==> src/rtl/rtc_bus_interface_pkg.sv <==
// Shared definitions for the RTC bus interface.
// Contents:
//   state_t        - bus sequencer states (4-bit encoding)
//   DEF_T_*        - default phase timings in clock cycles
//   RD_WR_READ     - rd_wr polarity meaning "read", shared with the control top
//   bus_drive_t    - bundle of registered pad-side outputs
//   bus_drive()    - pad output values for a given state and latched access
package rtc_bus_interface_pkg;

    typedef enum logic [3:0] {
        ST_IDLE     = 4'd0,
        ST_A_SETUP  = 4'd1,
        ST_A_STROBE = 4'd2,
        ST_A_HOLD   = 4'd3,
        ST_GAP      = 4'd4,
        ST_D_SETUP  = 4'd5,
        ST_D_STROBE = 4'd6,
        ST_D_HOLD   = 4'd7,
        ST_DONE     = 4'd8
    } state_t;

    localparam int DEF_T_SU  = 4;
    localparam int DEF_T_PW  = 10;
    localparam int DEF_T_HD  = 4;
    localparam int DEF_T_GAP = 6;

    localparam logic RD_WR_READ = 1'b1;

    typedef struct packed {
        logic       ad_sel;
        logic       cs_n;
        logic       rd_n;
        logic       wr_n;
        logic       ad_oe;
        logic [7:0] ad_out;
    } bus_drive_t;

    localparam bus_drive_t BUS_IDLE = '{ad_sel: 1'b1, cs_n: 1'b1, rd_n: 1'b1,
                                        wr_n: 1'b1, ad_oe: 1'b0, ad_out: 8'h00};

    function automatic bus_drive_t bus_drive(input state_t st, input logic is_read,
                                             input logic [7:0] addr, input logic [7:0] wdata);
        bus_drive_t b;
        b = BUS_IDLE;
        case (st)
            ST_A_SETUP, ST_A_STROBE, ST_A_HOLD: begin
                // Address is always written to the RTC, even for register reads.
                b.ad_sel = 1'b0;
                b.cs_n   = 1'b0;
                b.ad_oe  = 1'b1;
                b.ad_out = addr;
                b.wr_n   = (st != ST_A_STROBE);
            end
            ST_D_SETUP, ST_D_STROBE, ST_D_HOLD: begin
                b.cs_n = 1'b0;
                if (is_read) begin
                    // Pad released so the RTC can drive AD.
                    b.rd_n = (st != ST_D_STROBE);
                end else begin
                    b.ad_oe  = 1'b1;
                    b.ad_out = wdata;
                    b.wr_n   = (st != ST_D_STROBE);
                end
            end
            default: ;
        endcase
        return b;
    endfunction

endpackage

==> src/rtl/rtc_bus_interface_if.sv <==
// Pad-side multiplexed RTC bus.
//   ad_in  - AD value seen at the pad
//   ad_out - AD value to drive, ad_oe - 1 = FPGA drives AD
//   ad_sel - A/D pin (0 = address, 1 = data)
//   cs_n, rd_n, wr_n - active-low chip select and strobes
// master: the bus sequencer; slave: the RTC side (or a model of it).
interface rtc_bus_interface_if;
    logic [7:0] ad_in;
    logic [7:0] ad_out;
    logic       ad_oe;
    logic       ad_sel;
    logic       cs_n;
    logic       rd_n;
    logic       wr_n;

    modport master (
        input  ad_in,
        output ad_out, ad_oe, ad_sel, cs_n, rd_n, wr_n
    );

    modport slave (
        output ad_in,
        input  ad_out, ad_oe, ad_sel, cs_n, rd_n, wr_n
    );
endinterface

==> src/rtl/rtc_bus_interface_phase_timer.sv <==
// phase_timer: 8-bit loadable down-counter timing each bus phase.
//   clk, reset      - clock and synchronous active-high reset
//   load/load_value - reload the counter (takes priority over counting)
//   value           - current count
//   zero            - count has reached 0 (counter then holds at 0)
module phase_timer (
    input  logic       clk,
    input  logic       reset,
    input  logic       load,
    input  logic [7:0] load_value,
    output logic [7:0] value,
    output logic       zero
);
    logic [7:0] value_reg;

    always_ff @(posedge clk) begin
        if (reset) begin
            value_reg <= 8'd0;
        end else if (load) begin
            value_reg <= load_value;
        end else if (value_reg != 8'd0) begin
            value_reg <= value_reg - 8'd1;
        end
    end

    assign value = value_reg;
    assign zero  = (value_reg == 8'd0);
endmodule

==> src/rtl/rtc_bus_interface.sv <==
// rtc_bus_interface: runs one RTC register access (address phase, CS-high
// gap, data phase) on the multiplexed AD bus with programmable timing.
//   T_SU/T_PW/T_HD/T_GAP - setup, strobe, hold and gap lengths in cycles (1..255)
//   clk, reset           - clock and synchronous active-high reset
//   req, rd_wr, dir, dato_wr - access request from the control top
//   bus                  - pad-side AD bus (master modport)
//   dato_rtc             - last read data, held until the next read completes
//   busy, done           - access in progress / one-cycle completion pulse
module rtc_bus_interface
    import rtc_bus_interface_pkg::*;
#(
    parameter int T_SU  = DEF_T_SU,
    parameter int T_PW  = DEF_T_PW,
    parameter int T_HD  = DEF_T_HD,
    parameter int T_GAP = DEF_T_GAP
) (
    input  logic                       clk,
    input  logic                       reset,
    input  logic                       req,
    input  logic                       rd_wr,
    input  logic [7:0]                 dir,
    input  logic [7:0]                 dato_wr,
    rtc_bus_interface_if.master        bus,
    output logic [7:0]                 dato_rtc,
    output logic                       busy,
    output logic                       done
);
    // Request inputs pass through one capture register; this puts the first
    // bus cycle one edge after req is sampled and makes a req seen during
    // the DONE cycle land while the sequencer is still busy.
    logic       req_in_reg;
    logic       rd_wr_in_reg;
    logic [7:0] dir_in_reg;
    logic [7:0] dato_in_reg;

    state_t     state_reg, state_next;
    logic       is_read_reg;
    logic [7:0] addr_reg;
    logic [7:0] wdata_reg;
    bus_drive_t bus_reg;

    logic       timer_load;
    logic [7:0] timer_load_value;
    logic [7:0] timer_value;
    logic       timer_zero;

    logic       is_read_next;
    logic [7:0] addr_next;
    logic [7:0] wdata_next;

    phase_timer u_phase_timer (
        .clk        (clk),
        .reset      (reset),
        .load       (timer_load),
        .load_value (timer_load_value),
        .value      (timer_value),
        .zero       (timer_zero)
    );

    always_comb begin
        state_next = state_reg;
        case (state_reg)
            ST_IDLE:     if (req_in_reg) state_next = ST_A_SETUP;
            ST_A_SETUP:  if (timer_zero) state_next = ST_A_STROBE;
            ST_A_STROBE: if (timer_zero) state_next = ST_A_HOLD;
            ST_A_HOLD:   if (timer_zero) state_next = ST_GAP;
            ST_GAP:      if (timer_zero) state_next = ST_D_SETUP;
            ST_D_SETUP:  if (timer_zero) state_next = ST_D_STROBE;
            ST_D_STROBE: if (timer_zero) state_next = ST_D_HOLD;
            ST_D_HOLD:   if (timer_zero) state_next = ST_DONE;
            ST_DONE:     state_next = ST_IDLE;
            default:     state_next = ST_IDLE;
        endcase

        // Every state differs from its successor, so a state change is
        // exactly a state entry and reloads the timer.
        timer_load = (state_next != state_reg);
        case (state_next)
            ST_A_SETUP, ST_D_SETUP:   timer_load_value = 8'(T_SU - 1);
            ST_A_STROBE, ST_D_STROBE: timer_load_value = 8'(T_PW - 1);
            ST_A_HOLD, ST_D_HOLD:     timer_load_value = 8'(T_HD - 1);
            ST_GAP:                   timer_load_value = 8'(T_GAP - 1);
            default:                  timer_load_value = 8'd0;
        endcase

        // On acceptance the outputs for A_SETUP are computed from the
        // captured request, not from the latches that load on the same edge.
        if (state_reg == ST_IDLE) begin
            is_read_next = (rd_wr_in_reg == RD_WR_READ);
            addr_next    = dir_in_reg;
            wdata_next   = dato_in_reg;
        end else begin
            is_read_next = is_read_reg;
            addr_next    = addr_reg;
            wdata_next   = wdata_reg;
        end
    end

    always_ff @(posedge clk) begin
        if (reset) begin
            req_in_reg   <= 1'b0;
            rd_wr_in_reg <= 1'b0;
            dir_in_reg   <= 8'h00;
            dato_in_reg  <= 8'h00;
            state_reg    <= ST_IDLE;
            is_read_reg  <= 1'b0;
            addr_reg     <= 8'h00;
            wdata_reg    <= 8'h00;
            bus_reg      <= BUS_IDLE;
            dato_rtc     <= 8'h00;
            busy         <= 1'b0;
            done         <= 1'b0;
        end else begin
            req_in_reg   <= req;
            rd_wr_in_reg <= rd_wr;
            dir_in_reg   <= dir;
            dato_in_reg  <= dato_wr;
            state_reg    <= state_next;
            is_read_reg  <= is_read_next;
            addr_reg     <= addr_next;
            wdata_reg    <= wdata_next;
            bus_reg      <= bus_drive(state_next, is_read_next, addr_next, wdata_next);
            busy         <= (state_next != ST_IDLE);
            done         <= (state_next == ST_DONE);
            // Sample AD at the end of the last read-strobe cycle.
            if (state_reg == ST_D_STROBE && is_read_reg && timer_value == 8'd0) begin
                dato_rtc <= bus.ad_in;
            end
        end
    end

    assign bus.ad_sel = bus_reg.ad_sel;
    assign bus.cs_n   = bus_reg.cs_n;
    assign bus.rd_n   = bus_reg.rd_n;
    assign bus.wr_n   = bus_reg.wr_n;
    assign bus.ad_oe  = bus_reg.ad_oe;
    assign bus.ad_out = bus_reg.ad_out;
endmodule

==> src/flat_wrapper.sv <==
// flat-port wrapper written by rule: the top's interface ports become plain ports
module rtc_bus_interface_flat import rtc_bus_interface_pkg::*;
#(
    parameter int T_SU  = DEF_T_SU,
    parameter int T_PW  = DEF_T_PW,
    parameter int T_HD  = DEF_T_HD,
    parameter int T_GAP = DEF_T_GAP
)
  (clk, reset, req, rd_wr, dir, dato_wr, dato_rtc, busy, done, bus_ad_in, bus_ad_out, bus_ad_oe, bus_ad_sel, bus_cs_n, bus_rd_n, bus_wr_n);
  rtc_bus_interface_if bus_i ();
  input  logic clk;
  input  logic reset;
  input  logic req;
  input  logic rd_wr;
  input  logic [7:0] dir;
  input  logic [7:0] dato_wr;
  output logic [7:0] dato_rtc;
  output logic busy;
  output logic done;
  input wire logic [$bits(bus_i.ad_in)-1:0] bus_ad_in;
  output wire logic [$bits(bus_i.ad_out)-1:0] bus_ad_out;
  output wire logic [$bits(bus_i.ad_oe)-1:0] bus_ad_oe;
  output wire logic [$bits(bus_i.ad_sel)-1:0] bus_ad_sel;
  output wire logic [$bits(bus_i.cs_n)-1:0] bus_cs_n;
  output wire logic [$bits(bus_i.rd_n)-1:0] bus_rd_n;
  output wire logic [$bits(bus_i.wr_n)-1:0] bus_wr_n;
  assign bus_i.ad_in = bus_ad_in;
  assign bus_ad_out = bus_i.ad_out;
  assign bus_ad_oe = bus_i.ad_oe;
  assign bus_ad_sel = bus_i.ad_sel;
  assign bus_cs_n = bus_i.cs_n;
  assign bus_rd_n = bus_i.rd_n;
  assign bus_wr_n = bus_i.wr_n;
  rtc_bus_interface #(.T_SU(T_SU), .T_PW(T_PW), .T_HD(T_HD), .T_GAP(T_GAP)) u_core (.clk(clk), .reset(reset), .req(req), .rd_wr(rd_wr), .dir(dir), .dato_wr(dato_wr), .bus(bus_i), .dato_rtc(dato_rtc), .busy(busy), .done(done));
endmodule
==> config.mk <==
export PLATFORM = sky130hd
export DESIGN_NAME = rtc_bus_interface_flat
export DESIGN_NICKNAME = d
export VERILOG_FILES = /design/src/rtl/rtc_bus_interface_pkg.sv /design/src/rtl/rtc_bus_interface_if.sv /design/src/rtl/rtc_bus_interface_phase_timer.sv /design/src/rtl/rtc_bus_interface.sv /design/src/flat_wrapper.sv
export SDC_FILE = /design/constraint.sdc
export NUM_CORES = 1
export LEC_CHECK = 0
export ABC_CLOCK_PERIOD_IN_PS = 4600
export BUFFER_PORTS_ARGS = -buffer_cell sky130_fd_sc_hd__buf_2
export CORE_AREA = 2 2 77 71
export CTS_CLUSTER_SIZE = 20
export DETAILED_ROUTE_END_ITERATION = 10
export DIE_AREA = 0 0 79 73
export PLACE_DENSITY_LB_ADDON = 0.08
export SLEW_MARGIN = 30
export SYNTH_ARGS = -nofsm -noshare
export SYNTH_HDL_FRONTEND = slang
export SYNTH_SLANG_ARGS = --single-unit
==> constraint.sdc <==
create_clock -name clk -period 4.6 [get_ports clk]
set_clock_uncertainty 0.1 [all_clocks]
set_input_delay 0 -clock clk [delete_from_list [all_inputs] [get_ports clk]]
set_output_delay 0 -clock clk [all_outputs]
set_load 0.02 [all_outputs]
== Yosys cells after proc, flatten, opt, wreduce, memory -nomap -nowiden ==
Cells that the tools add are included.
Word-level totals
  output and inout port bits: 23
  bits in registers: 70
  logic and storage cells: 71
  input port bits: 28
Operators by class
  equality and inequality tests: 18
  mux-type cells: 19
  bitwise logic cells: 2
  add/subtract/negate cells: 1
  reduce and logical (&&, ||, !) cells: 13
Operators with widths (number)
  equality test 4 x 3 -> 1 bit, second input constant: 8
  two-way mux 4 bit: 8
  two-way mux 8 bit: 4
  one-hot mux 4 bit (8 select lines): 1
  one-hot mux 10 bit (2 select lines): 1
  equality test 4 x 2 -> 1 bit, second input constant: 4
  one-hot mux 4 bit (3 select lines): 1
  two-way mux 10 bit: 1
  OR reduction 3 bit: 3
  equality test 4 x 1 -> 1 bit, second input constant: 2
  logical NOT 8 bit: 1
  nonzero test 8 bit: 1
  subtractor 8 x 1 -> 8 bit, second input constant: 1
  OR reduction 6 bit: 1
  equality test 4 bit, second input constant: 1
  logical NOT 4 bit: 1
  != test 4 x 2 -> 1 bit, second input constant: 1
  != test 4 x 3 -> 1 bit, second input constant: 1
  != test 4 bit: 1
  nonzero test 4 bit: 1
  OR reduction 4 bit: 1
  two-way mux 1 bit: 3
  logical AND 1 bit: 2
  inverter 1 bit: 2
  other kinds (2): 2

== Depth between registers and ports, before layout ==
  depth after elaboration: 7
  mapped depth: 7
  depth with buffers taken out: 6

== Hierarchy ==
From an unflattened synthesis, not the netlist that was laid out.
Second synthesis, totals
  cells, all modules: 303
  area total of the unflattened synthesis: 2841.5 um2
Modules (own cells, without submodules)
  rtc_bus_interface: times used 1, cells each 250, area an instance 2366.0 um2, seq. area each 1241.2 um2
  phase_timer: times used 1, cells each 53, area an instance 475.5 um2, seq. area each 160.2 um2

== Worst setup path after synthesis ==
No wires, ideal clock.
  path kind: flip-flop to flip-flop
  start point: register u_core.u_phase_timer.value_reg[0] (netlist: u_core.u_phase_timer.value[0])
  end point: register u_core.bus_reg, in the netlist u_core.bus.ad_out[0]
  setup time: 0.060 ns
  clock period less this slack: 2.291 ns
  buffers on the path: 1
  arrival time: 2.131 ns
  cell stages (with the launch flop): 8
  data required time: 4.440 ns
  path slack: 2.309 ns
  cell sequence: dfxtp_1 > inv_1 > ha_1 > or3b_2 > clkbuf_1 > nor3_1 > a311oi_1 > o21a_1
Between the ends
  word-level cells in the longest chain between the ends: 6
  elaborated cells on any way between the ends: 18
  classes of those cells: eq/ne (6); mux (9); reduce/logical (3)
Ends and longest elaborated chain
  start: declaration: line rtc_bus_interface_phase_timer.sv:14  | logic [7:0] value_reg;
  start signal: assignment: line rtc_bus_interface_phase_timer.sv:20  | value_reg <= load_value;
  start signal: assignment: line rtc_bus_interface_phase_timer.sv:22  | value_reg <= value_reg - 8'd1;
  logical NOT 8 bit *: line rtc_bus_interface_phase_timer.sv:27  | assign zero = (value_reg == 8'd0);
  two-way mux 4 bit (tied with other cells): line rtc_bus_interface.sv:70  | ST_D_HOLD: if (timer_zero) state_next = ST_DONE;
  one-hot mux 4 bit (8 select lines) *: line rtc_bus_interface.sv:62  | case (state_reg)
  equality test 4 x 3 -> 1 bit (tied with other cells): line rtc_bus_interface_pkg.sv:45  | case (st)
  OR reduction 3 bit
  one-hot mux 10 bit (2 select lines) *: line rtc_bus_interface_pkg.sv:45
  end signal: assignment: line rtc_bus_interface.sv:122  | bus_reg <= bus_drive(state_next, is_read_next, addr_next, wdata_next);
  end: declaration: line rtc_bus_interface.sv:40  | bus_drive_t bus_reg;
Every way passes the cells marked *; elsewhere a longest branch is shown, timed or not.
A chain may end at the register's enable or synchronous reset.

== Worst setup path in the final report ==
  start point: register u_core.u_phase_timer.value_reg[0] (netlist: u_core.u_phase_timer.value[0])
  end point: register u_core.bus_reg, in the netlist u_core.bus.wr_n
Between the ends
  word-level cells in the longest chain between the ends: 6
  elaborated cells on any way between the ends: 21
  classes of those cells: eq/ne (8); mux (10); reduce/logical (3)
Ends and longest elaborated chain (line)
  logical NOT 8 bit *: rtc_bus_interface_phase_timer.sv:27
  two-way mux 4 bit (tied with other cells): rtc_bus_interface.sv:70
  one-hot mux 4 bit (8 select lines) *: rtc_bus_interface.sv:62
  equality test 4 x 3 -> 1 bit (tied with other cells): rtc_bus_interface_pkg.sv:45
  OR reduction 3 bit or two-way mux 10 bit (tied branches)
  one-hot mux 10 bit (2 select lines) *: rtc_bus_interface_pkg.sv:45
Marked as above.

==> summary.md <==
| Metric | Value |
|---|---|
| Root Buffer | clkbuf_8 |
| Startpoint Class | register |
| Row cnt | 25 |
| Final Cell Area | 3470 um2 |
| Leading area contributor after synthesis | dfxtp_1 |
| Longest Clk Path Bufs | 2 |
| Port bufs | 50 |
| Initial Util | 0.535 |
| Fmax | 408 MHz |
| # IOs | 51 |
| Synth warn | 0 |
| Syn Nets | 300 |
| Cell variety after synth | 46 |
| Final hold vios | 0 |
| Final period util | 0.533 |
| Hold_sp | reset |
| Vias | 2,153 |
| DRC violations left | 0 |
| Max-slew headroom | 0.439 |
| Number of global-route vias before repair | 2,005 |
| Drt initial violations | 151 |
| Syn avg cell area | 10.0 um2 |
| RR Startpoint | u_core.u_phase_timer.value[0] |
| Pwr dens | 513 nW/um2 |
| Total congestion overflow | 0 |
| TritonCTS clock tree | yes |
| Setup Fix Bufs, Post-CTS | 0 |
| Overall routing resource usage | 0.214 |
| Num CTS Buffers | 9 |
| Drt first pass iters | 4 |
| CP max FO | 11 |
| NumNets Final | 373 |
| Pin count of the biggest net entering global routing | 49 |
| Placed cell area | 2980 um2 |
| Final hold slack | 0.146 ns |
| Post-CTS Resized | 0 |
| Worst skew pair latency | 0.34 ns |
| Antenna Violating Nets Remaining | 0 |
| Synth top area share | 0.517 |
| Critical path origin | u_core.u_phase_timer.value[0] |
| Clock transition at path regs | 0.07 ns |
| Filler cells | 406 |
| Ys async rst share | 0 |
| Seq/Total Area, Yosys | 0.517 |
| Core area | 5070 um2 |
| Die extent in x | 79 um |
| Fin Setup TNS | 0 ns |
| Crit end category | register |
| Worst Max-Slew Pin Slew | 0.842 ns |
| Initial antenna violation count | 0 |
| Critical path class | reg -> reg |
| Non-Filler Instances | 416 |
| Vias/cell | 5.18 |
| Max-Cap Viols | 0 |
| Final min period | 2.45 ns |
| Slew Viols, Final | 0 |
| Inserted Diodes | 0 |
| Area delta synth->final | 28.2% |
| Commonest non-fill, non-tap cell in the layout | dfxtp_1 |
| Worst hold path type | in -> reg |
| Final setup viols | 0 |
| Fraction of layout cells with a size suffix above 1 | 0.226 |
| Placed cell count | 374 |
| Required @ worst endpoint | 4.73 ns |
| Syn Std Cell Area | 2710 um2 |
| Run status | complete, no violations |
| Peak supply drop | 0.265 mV |
| #FFs+latches synth | 70 |
| Post-CTS Hold Fix Bufs | 26 |
| Final wirelength | 5640 um |
| H-Tree Depth | 3 |
| Number of synthesized flops with an enable pin | 0 |
| Die Y | 73 um |
| Synth top area cells | dfxtp_1, mux2i_1, nor2_1 |
| Dpl hpwl | 3460 um |
| CTS sink cnt | 70 |
| RSZ-0062 raised after global routing | false |
| Placer Congestion | 0.840 |
| First-pass GRT wire length | 9400 um |
| Most frequent cells in the layout | dfxtp_1, buf_2, nor2_1 |
| Mapped Cells | 271 |
| Die area | 5770 um2 |
| Leakage | 0.00161 uW |
| Crit path arrival time | 2.58 ns |
| Wire per inst | 13.5 um |
| Ys flop type | dfxtp_1 |
==> Yosys cell counts (2+ instances only) <==
library cell   n
o21a_1         8
buf_2          2
nand4_1        3
a211oi_1       9
or2_2          2
nor3_1         4
a211o_1        2
clkbuf_1      10
nand3_1        4
dfxtp_1       70
mux2i_1       27
inv_1          6
or4_1          2
nand2_1        7
and3_1         5
o31ai_1        2
nor2b_1       19
buf_6          3
or3_1          2
a311oi_1       2
a21oi_1        7
nor4_1         3
nor2_1        49
==> area by class of cell <==
type,count,area (um2),area share
flip-flops and latches,70,1400,0.403
repair buffers,77,518,0.149
well taps,67,83.8,0.0241
clock buffers,10,138,0.0396
clock inverters,6,93.8,0.0270
multi-input cells,180,1220,0.350
inverters,6,22.5,0.00648
==> where the power goes <==
group | internal [uW] | switching [uW] | total [uW]
Clock | 323 | 232 | 556
Combinational | 210 | 289 | 499
Sequential | 670 | 59.5 | 729
==> metal layers <==
metal  vias up  GRT usage  part of all wire
met5         -          0                 0
met4         0     0.0805             0.013
met3         6     0.0767             0.057
met2        65      0.320              0.44
met1       983      0.284              0.49
li1       1099          -                 -
==> cell families (layout without fill, tap and decap cells) <==
kind of cell,Yosys count,in the layout,synth area share
muxes,28,28,0.104
and+or+nand+nor,108,108,0.210
DFF,70,70,0.517
buffers and inverters,21,99,0.0383
xor gates and xnor gates,2,2,0.00646
AOI/OAI and AO/OA,41,41,0.120
adders and majority gates,1,1,0.00462
==> worst paths after layout <==
path / endpoint / cells after the start / slack [ns]
setup / recovery: u_core.bus.wr_n / 6 / 2.15
hold / removal: u_core.wdata_reg[1] / 2 / 0.15
setup reg to reg: u_core.bus.wr_n / 6 / 2.15
hold reg to reg: u_core.dato_rtc[2] / 2 / 0.39
==> worst max-delay path, cell delays in order, from the launching register on <==
cell      delay, ns
dfxtp_1        0.34
inv_1          0.08
ha_1           0.18
or3b_2         0.60
o311ai_4       0.57
nand2_1        0.17
a211o_1        0.30
==> stage by stage <==
stage	total power [uW]	utilization	setup slack (ns)
floorplan	1130	-	2.31
global placement	1220	0.587	2.06
detailed placement	1220	0.589	2.14
CTS	1790	0.686	2.12
global route	1880	0.686	1.96
finish	1780	0.686	2.15
(Power assumes the default switching activity.)
